**config.mk**
```make
export PLATFORM = sky130hd
export DESIGN_NAME = b_mcp_receive
export DESIGN_NICKNAME = d
export VERILOG_FILES = /design/src/rtl/mcp_pkg.sv /design/src/rtl/b_sync_pulse.sv /design/src/rtl/b_mcp_receive.sv
export SDC_FILE = /design/constraint.sdc
export NUM_CORES = 1
export LEC_CHECK = 0
export ABC_AREA = 1
export CAP_MARGIN = 20
export CORE_UTILIZATION = 43
export DETAILED_ROUTE_END_ITERATION = 6
export PLACE_DENSITY = 0.79
export SKIP_LAST_GASP = 1
export SLEW_MARGIN = 0
export SYNTH_ARGS = -nofsm -noshare
export SYNTH_HDL_FRONTEND = slang
export SYNTH_SLANG_ARGS = --single-unit
```
**constraint.sdc**
```tcl
create_clock -name bclk -period 1 [get_ports bclk]
set_input_delay 0.3 -clock bclk [delete_from_list [all_inputs] [get_ports bclk]]
set_output_delay 0.3 -clock bclk [all_outputs]
set_load 0.01 [all_outputs]
```
**src/rtl/mcp_pkg.sv**
```systemverilog
// Shared types and defaults for the multi-cycle-path CDC receive side.
package mcp_pkg;

  typedef enum logic {IDLE = 1'b0, VALID = 1'b1} mcp_rx_state_t;

  localparam int unsigned MCP_DEF_SYNC_STAGES = 2;
  localparam int unsigned MCP_DEF_DW          = 8;

endpackage

```
**src/rtl/b_sync_pulse.sv**
```systemverilog
// Level synchronizer for a toggle enable plus edge detector producing one
// b-domain pulse per level change in either direction.
module b_sync_pulse
  import mcp_pkg::*;
#(
  parameter int unsigned SYNC_STAGES = MCP_DEF_SYNC_STAGES
) (
  input  logic bclk,
  input  logic brst,
  input  logic d,
  output logic pulse,
  output logic q
);

  logic [SYNC_STAGES-1:0] bq;
  logic                   bq_d;

  // Synchronizer chain and edge-detect delay flop
  always_ff @(posedge bclk) begin
    if (brst) begin
      bq   <= '0;
      bq_d <= 1'b0;
    end else begin
      bq   <= {bq[SYNC_STAGES-2:0], d};
      bq_d <= bq[SYNC_STAGES-1];
    end
  end

  assign q     = bq[SYNC_STAGES-1];
  assign pulse = q ^ bq_d;

endmodule

```
**src/rtl/b_mcp_receive.sv**
```systemverilog
// MCP receive end: syncs the sender's toggle enable, captures the held word,
// offers it with valid/load and returns a toggle ack once it is consumed.
module b_mcp_receive
  import mcp_pkg::*;
#(
  parameter int unsigned DW          = MCP_DEF_DW,
  parameter int unsigned SYNC_STAGES = MCP_DEF_SYNC_STAGES
) (
  input  logic          bclk,
  input  logic          brst,
  input  logic [DW-1:0] adata,
  input  logic          a_en,
  input  logic          bload,
  output logic [DW-1:0] bdata,
  output logic          bvalid,
  output logic          b_ack,
  output logic          berr
);

  mcp_rx_state_t state_q;
  mcp_rx_state_t state_d;
  logic          bpulse;
  logic          bq_lvl;
  logic          capture_c;
  logic          ack_tgl_c;
  logic          err_set_c;

  b_sync_pulse #(
    .SYNC_STAGES(SYNC_STAGES)
  ) u_sync (
    .bclk (bclk),
    .brst (brst),
    .d    (a_en),
    .pulse(bpulse),
    .q    (bq_lvl)
  );

  // A pulse must always correspond to a change of the synchronized level
  a_pulse_is_edge : assert property (@(posedge bclk) disable iff (brst)
    bpulse |-> (bq_lvl != $past(bq_lvl)));

  always_ff @(posedge bclk) begin
    if (brst) state_q <= IDLE;
    else      state_q <= state_d;
  end

  always_comb begin
    state_d = state_q;
    case (state_q)
      IDLE:    if (bpulse) state_d = VALID;
      VALID:   if (bload)  state_d = IDLE;
      default: state_d = IDLE;
    endcase
  end

  // A pulse arriving while a word is still pending is a protocol violation and is dropped
  always_comb begin
    capture_c = 1'b0;
    ack_tgl_c = 1'b0;
    err_set_c = 1'b0;
    case (state_q)
      IDLE: begin
        capture_c = bpulse;
      end
      VALID: begin
        ack_tgl_c = bload;
        err_set_c = bpulse;
      end
      default: ;
    endcase
  end

  always_ff @(posedge bclk) begin
    if (brst) begin
      bdata <= '0;
      b_ack <= 1'b0;
      berr  <= 1'b0;
    end else begin
      if (capture_c) bdata <= adata;
      if (ack_tgl_c) b_ack <= ~b_ack;
      if (err_set_c) berr  <= 1'b1;
    end
  end

  assign bvalid = (state_q == VALID);

endmodule

```
# --- Yosys cells after proc, flatten, opt, wreduce, memory -nomap -nowiden ---
# Cells that the tools add are included.
word_totals:
  reg_bits: 14
  in_bits: 12
  out_inout_bits: 11
  wordCells: 15
classes:
  mux: 6
  bitwise: 3
op_table:
  columns: ["operator", "count"]
  rows:
  - ["$mux W1", 5]
  - ["$not A1 Y1", 2]
  - ["$pmux W1 S2", 1]
  - ["$xor A1 B1 Y1", 1]

# --- Longest topological paths before layout ---
# Gate-level depths: netlist of run 1.
logic_depth:
  ltp_word: 3
  ltp_mapped: 7
  ltp_nobuf: 6

# --- Modules after synthesis ---
# Synthesis of run 1 repeated with hierarchy kept, for this count alone.
unflattened:
  hier_cells: 79
  area_unflattened_um2: 541.8
by_module_without_submodules:
  columns: ["module", "instances", "cells_each", "area_per_inst_um2", "seq_area_each_um2"]
  rows:
  - ["b_mcp_receive", 1, 66, 444.2, 220.2]
  - ["b_sync_pulse", 1, 13, 97.6, 60.1]

# --- Least setup slack after synthesis of run 1 ---
# Ideal clock, no wire load.
synth_timing:
  path_kind: "register -> register"
  startpoint: "register state_q (netlist: bvalid)"
  endpoint: "register bdata[0]"
  setup_time_ns: 0.110
  arrival_time_ns: 0.782
  required_time_ns: 0.890
  path_slack_ns: 0.109
  stages_incl_launch_ff: 6
  n_path_buf: 0
  synth_period_minus_slack_ns: 0.891
  cell_sequence: "dfxtp_1 > inv_4 > nand3_4 > nand2_1 > inv_1 > nor2_2"
synth_between:
  elab_chain_len: 1
synth_rtl:
  columns: ["element", "line", "text"]
  rows:
  - ["start, declared", "b_mcp_receive.sv:20", "mcp_rx_state_t state_q;"]
  - ["start signal, assigned", "b_mcp_receive.sv:44", "else state_q <= state_d;"]
  - ["$mux W1", "b_mcp_receive.sv:61", "case (state_q)"]
  - ["end signal, assigned", "b_mcp_receive.sv:79", "if (capture_c) bdata <= adata;"]
  - ["end, declared", "b_mcp_receive.sv:14", "output logic [DW-1:0] bdata,"]
# Every way passes these cells.
# A chain may end at the register's enable or synchronous reset.

# --- Worst setup path in the final report of run 1 ---
layout_timing:
  startpoint: "register b_ack"
  endpoint: "output b_ack"
layout_rtl:
  columns: ["element", "line", "text"]
  rows:
  - ["start, declared", "b_mcp_receive.sv:16", "output logic b_ack,"]
  - ["start signal, assigned", "b_mcp_receive.sv:80", "if (ack_tgl_c) b_ack <= ~b_ack;"]
# No word-level cell between the ends.

==> flow_summary.json, run 1 <==
{
  "maxSlewHeadroom": 0.897,
  "syn_inst": 94,
  "switchingPower_w": 0.000364,
  "min_period_ns": 1.03,
  "grt_use_met3": 0.0259,
  "clkTransAtPathRegs_ns": 0.09,
  "insertion_delay_ns": 0.28,
  "p_leak_nw": 0.533,
  "crit_path_max_incr_delay_ns": 0.34,
  "antenna_left": 0,
  "synth_top_area_frac": 0.398,
  "syn_nets": 106,
  "fin_cells": 139,
  "gp_congestion": 0.699,
  "post-place-ws_ns": -0.215,
  "total_power_w": 0.00135,
  "finalInstanceArea_um2": 1050,
  "max_freq_mhz": 969,
  "core_area_um2": 1520,
  "areaGrowthSynthToFinish_pct": 48.7,
  "clock_skew_ns": 0.00210,
  "hpwlAfterDp_um": 933,
  "holdCritPathClass": "reg -> reg",
  "yosys_most_used_dff": "dfxtp_1",
  "postSynth.asyncResetShare": 0,
  "slew_violations": 0,
  "setup_viol": 11,
  "fin_crit_sh": 1.03,
  "initial_core_util": 0.462,
  "diodes": 0,
  "synthTopCellsByArea": "dfxtp_1 40%, inv_1 13%, nand2_1 9.6%",
  "use_met1": 0.220,
  "path_delay_family": "flip-flops",
  "syn_area_um2": 704,
  "grt_antenna_before_repair": 0,
  "synth-seq-cells": 14,
  "die_area_um2": 1800,
  "p_per_area_nw_per_um2": 1290,
  "grt_pass1_vias": 577,
  "worstMarginPinSlew_ns": 0.154,
  "dr.pass1.iters": 4,
  "overflow": 0,
  "cpMaxStageDelayCell": "dfxtp_2",
  "setup_slack_ns": -0.0319,
  "violations": "negative setup slack",
  "seq_area_frac_synth": 0.398,
  "via_per_inst": 4.47,
  "clock_path_buffers": 2,
  "synth_cell_type_count": 18,
  "crit_arrival_ns": 0.73,
  "grt_setup_unrepaired": "true",
  "outcome": "finished, violations left",
  "crit_chain": "buf_6",
  "vdd_drop_max_uv": 934,
  "cp-end-kind": "primary output",
  "place_inst": 133,
  "crit_path_start_kind": "flop",
  "port_buffers": 22,
  "synth_common_cells": "25 x inv_1, 18 x nand2_1, 14 x dfxtp_1",
  "grt_max_degree": 12,
  "avgSynthCellArea_um2": 7.49,
  "rows": 14,
  "grt.busiest_layer": "met2",
  "remaining_drc_errors": 0,
  "yosys.cell_count.top_type": "inv_1",
  "hold_viol": 0,
  "placed_cell_area_um2": 936,
  "seqPwrFrac": 0.460,
  "cts_buffers": 3,
  "p_int_w": 0.000986,
  "drt_iter0_drc": 2,
  "wl_per_cell_um": 9.47,
  "htreeDepth": 1,
  "path_buf_inv": 1,
  "p_comb_frac": 0.230,
  "synth_top_area_cell": "dfxtp_1",
  "max_cap_viol_count": 0,
  "num_vias": 621,
  "ys.warnings.count": 0,
  "cp_data_required_time_ns": 0.70,
  "critical_path.max_fanout": 2,
  "worstSetupPathType": "reg -> out",
  "root_buffer": "clkbuf_4",
  "io_pins": 23,
  "clkPwrFrac": 0.310,
  "cts_tree": "built",
  "grtUsageMet2": 0.280,
  "drive_gt1_frac": 0.472,
  "grt_pass1_wl_um": 2400,
  "synth_edf_count": 0,
  "grt_use_total": 0.176,
  "die_h_um": 42.5,
  "switching_share": 0.270,
  "hold_buffers": 0,
  "clkSinkCount": 14,
  "drt_wl_total_um": 1320,
  "die_w_um": 42.5,
  "nets": 136
}
## cell type report
class                      count  area (µm²)
timing repair buffer          26         264
clock buffer                   4        36.3
multi-input combinational     46         280
inverter                      32         141
sequential                    14         299
fill                         128         477
timing repair inverter         1        6.26
tap                           16        20.0
## per-layer routing
metal	vias up	wire length [µm]	part of all wire
met2	19	666	0.51
li1	331	-	-
met4	0	27	0.021
met3	4	60	0.046
met5	-	0	0
met1	267	562	0.43
## flip-flops by register name, summed over array words and instances (netlist names)
name / flops
bdata: 8
berr: 1
bvalid: 1
b_ack: 1
u_sync.bq_d: 1
u_sync.bq: 2
## cell families after synthesis
group / after synthesis / synth area share
AOI/OAI and AO/OA: 1 / 0.0124
xor gates and xnor gates: 1 / 0.0124
buffers and inverters: 34 / 0.238
DFF: 14 / 0.398
and+or+nand+nor: 44 / 0.339
## worst paths after layout
| check | startpoint | to | slack (ns) | cells after the start |
|---|---|---|---|---|
| hold reg to reg | u_sync.bq[0] | u_sync.bq[1] | 0.40 | 2 |
| setup reg to reg | bvalid | bdata[7] | 0.01 | 6 |
| setup / recovery | b_ack | b_ack | -0.03 | 1 |
| hold / removal | u_sync.bq[0] | u_sync.bq[1] | 0.40 | 2 |
## metrics by stage
| stage | hold WS [ns] | utilization | TNS [ns] |
|---|---|---|---|
| 2_1_floorplan | 0.362 | - | 0 |
| 3_3_place_gp | 0.390 | 0.614 | -3.51 |
| 3_5_place_dp | 0.399 | 0.614 | -3.91 |
| 4_1_cts | 0.405 | 0.667 | -0.324 |
| 5_1_grt | 0.437 | 0.687 | -0.752 |
| 6_report | 0.402 | 0.687 | -0.281 |
## power groups by stage
stage | clock [W] | combinational [W] | sequential (W)
after floorplan | 0 | 0.000145 | 0.000641
after global placement | 0 | 0.000283 | 0.000621
after detailed placement | 0 | 0.000287 | 0.000623
after CTS | 0.000420 | 0.000297 | 0.000623
after global routing | 0.000454 | 0.000343 | 0.000627
final | 0.000418 | 0.000311 | 0.000621
## cell usage in the layout (no fill, tap or decap), types with 3 or more instances in the layout
cell type        count
nor2_2               8
nor2_1               4
buf_6               11
nand4_1              8
inv_2                5
nand2_2              5
clkdlybuf4s50_1     11
buf_4                4
dfxtp_2             12
inv_1               25
nand2_1             14
clkbuf_4             3
## timing repair
action                                  4_1_cts  5_1_grt
pin swaps                                     0        2
gates resized for setup                      70        7
setup buffers                                 1        0
gates cloned                                  0        1
endpoints found under the setup margin       12       19
Note: power is estimated with default switching activity, not from simulation.
==> inputs of run 2 (changes only) <==
Settings changed: ABC_AREA 1 to unset, CORE_UTILIZATION 43 to 39, PLACE_DENSITY 0.79 to 0.77.
==> run 2 against run 1 <==
Critical path type is now reg -> reg. Combinational power fell by 29%. Clock-buffer cell count down 1. First-iteration DRC count rose to 5.5 times the previous value. Non-clock buffer count up 7. Fmax decreased by 2.7%. Setup slack worse by 0.028 ns. The run still ends with negative setup slack left. Largest cell class is now buffers. Sequential share of layout area is 3.5 points higher. Total power is 15% lower. Utilization increased by 1.6 points. Highest routed layer is now met3. Via count shrank 28%.
==> flow_summary.json, run 2 <==
{
  "avgSynthCellArea_um2": 10.4,
  "synthTopCellsByArea": "dfxtp_1 51%, nand2b_1 18%, mux2i_1 14%",
  "seq_area_frac_synth": 0.507,
  "crit_path_max_incr_delay_ns": 0.33,
  "hold_buffers": 0,
  "synth_cell_type_count": 13,
  "hold_end": "u_sync.bq[1]",
  "nets": 100,
  "r2r_cells": 3,
  "diodes": 0,
  "postSynth.asyncResetShare": 0,
  "clkPwrFrac": 0.274,
  "path_delay_family": "flip-flops",
  "slew_violations": 0,
  "max_freq_mhz": 943,
  "gp_congestion": 0.687,
  "maxSlewHeadroom": 0.882,
  "max_cap_viol_count": 0,
  "r2r-start": "u_sync.bq_d",
  "clkSinkCount": 14,
  "multi_input_area_um2": 272,
  "insertion_delay_ns": 0.27,
  "via_per_inst": 4.42,
  "syn_nets": 65,
  "violations": "negative setup slack",
  "setup_slack_ns": -0.0602,
  "p_leak_nw": 0.391,
  "rrSetupSlack_ns": -0.06,
  "grt_setup_unrepaired": "true",
  "p_per_area_nw_per_um2": 1240,
  "port_buffers": 22,
  "post-place-ws_ns": -0.283,
  "syn_area_um2": 553,
  "initial_core_util": 0.420,
  "wl_per_cell_um": 10.7,
  "synth_top_area_cell": "dfxtp_1",
  "switching_share": 0.233,
  "hold_start": "u_sync.bq[0]",
  "regMostFlops": "bdata",
  "yosys_most_used_dff": "dfxtp_1",
  "dr.pass1.iters": 3,
  "hold_viol": 0,
  "clock_skew_ns": 0.00636,
  "worstMarginPinSlew_ns": 0.176,
  "remaining_drc_errors": 0,
  "path_buf_inv": 0,
  "synth_edf_count": 0,
  "min_period_ns": 1.06,
  "vdd_drop_max_uv": 786,
  "yosys.cell_count.top_type": "nand2b_1",
  "critical_path.max_fanout": 8,
  "syn_inst": 53,
  "rows": 13,
  "areaGrowthSynthToFinish_pct": 67.4,
  "fin_crit_sh": 1.06,
  "drive_gt1_frac": 0.500,
  "outcome": "finished, violations left",
  "p_comb_frac": 0.194,
  "cts_tree": "built",
  "die_h_um": 39.7,
  "clkTransAtPathRegs_ns": 0.09,
  "seqPwrFrac": 0.532,
  "antenna_left": 0,
  "grt_use_total": 0.159,
  "overflow": 0,
  "reg2reg_to": "bdata[7]",
  "reg.largest.list": "bdata x8, u_sync.bq x2",
  "hpwlAfterDp_um": 721,
  "ys.warnings.count": 0,
  "grt_antenna_before_repair": 0,
  "drt_wl_total_um": 1080,
  "worstSetupPathType": "reg -> reg",
  "holdPathStages": 1,
  "die_w_um": 39.7,
  "p_int_w": 0.000878,
  "crit_chain": "xor2_2 > and2b_4 > mux2i_1",
  "drt_iter0_drc": 11,
  "cp_data_required_time_ns": 1.20,
  "switchingPower_w": 0.000266,
  "crit_path_start_kind": "flop",
  "root_buffer": "clkbuf_4",
  "grt_max_degree": 13,
  "core_area_um2": 1320,
  "synth_common_cells": "16 x nand2b_1, 14 x dfxtp_1, 8 x mux2i_1",
  "synth-seq-cells": 14,
  "grt_pass1_vias": 397,
  "io_pins": 23,
  "cts_buffers": 3,
  "cpMaxStageDelayCell": "dfxtp_2",
  "crit_arrival_ns": 1.26,
  "mostFrequentLayoutCells": "16 x nand2b_1, 13 x dfxtp_2, 11 x clkdlybuf4s50_1, 11 x buf_6, 11 x buf_4",
  "num_vias": 446,
  "n_fill_cell": 115,
  "clock_path_buffers": 2,
  "synth_top_area_frac": 0.507,
  "final_common_cell": "nand2b_1",
  "die_area_um2": 1570,
  "largest_reg_flops": 8,
  "cp-end-kind": "flop",
  "seq_area_um2": 297,
  "htreeDepth": 1,
  "grt_pass1_wl_um": 1610,
  "setup_tns_ns": -0.540,
  "setup_viol": 19,
  "holdCritPathClass": "reg -> reg"
}
==> run 2: cell count changes after synthesis, moves of 2 or more <==
cell      change
nor2_2        -8
nand4_1       -8
mux2i_1       +8
nor2b_1       +2
inv_1        -25
nand2_1      -17
clkbuf_1      +2
inv_2         -5
nand2_2       -2
nand2b_1     +16
==> run 2: area by class of cell <==
class / instances / area share
clock buffers: 3 / 0.0243
multi-input cells: 36 / 0.293
repair buffers: 33 / 0.342
well taps: 15 / 0.0203
flip-flops and latches: 14 / 0.320
==> run 2: per-layer routing <==
layer  part of all wire  global-route usage  wire (µm)
met5                  0                   0          0
met2               0.50               0.254        544
met3              0.029              0.0511         31
met4                  0              0.0776          0
met1               0.47               0.188        505
==> run 2: worst max-delay path by stage <==
stage                     slack [ns]  endpoint  depth (start not counted)          from
after floorplan                0.001  bdata[0]                          4   u_sync.bq_d
after global placement         -0.26  bdata[0]                          4          brst
after detailed placement       -0.28  bdata[1]                          4          brst
after CTS                      -0.07  bdata[5]                          3  u_sync.bq[1]
after global routing           -0.13  bdata[6]                          3  u_sync.bq[1]
final                          -0.06  bdata[7]                          3   u_sync.bq_d
==> run 2: per-stage QoR <==
step	area [µm²]	hold slack (ns)	power, W	util	instances
floorplan	562	0.414	0.000699	-	53
global placement	842	0.425	0.000812	0.639	95
detailed placement	842	0.438	0.000815	0.639	95
CTS	897	0.451	0.00113	0.681	99
global route	926	0.464	0.00120	0.703	101
finish	926	0.447	0.00114	0.703	101
==> run 2: logic make-up after synthesis <==
family	Yosys count	share of synthesized area
and+or+nand+nor	25	0.274
DFF	14	0.507
muxes	8	0.145
buffers and inverters	3	0.0339
xor gates and xnor gates	2	0.0317
AOI/OAI and AO/OA	1	0.00904
==> run 2: power groups by stage <==
stage,Sequential (W),Combinational (W),Clock (W)
detailed placement,0.000613,0.000203,0
finish,0.000609,0.000222,0.000314
floorplan,0.000625,0.0000744,0
global placement,0.000612,0.000200,0
CTS,0.000608,0.000209,0.000317
global route,0.000614,0.000240,0.000345
==> run 2: what timing repair did <==
action	4_1_cts	5_1_grt
pin swaps	1	2
resized for setup	68	3
gates cloned	0	0
buffers inserted	1	3
endpoints found under the setup margin	19	21
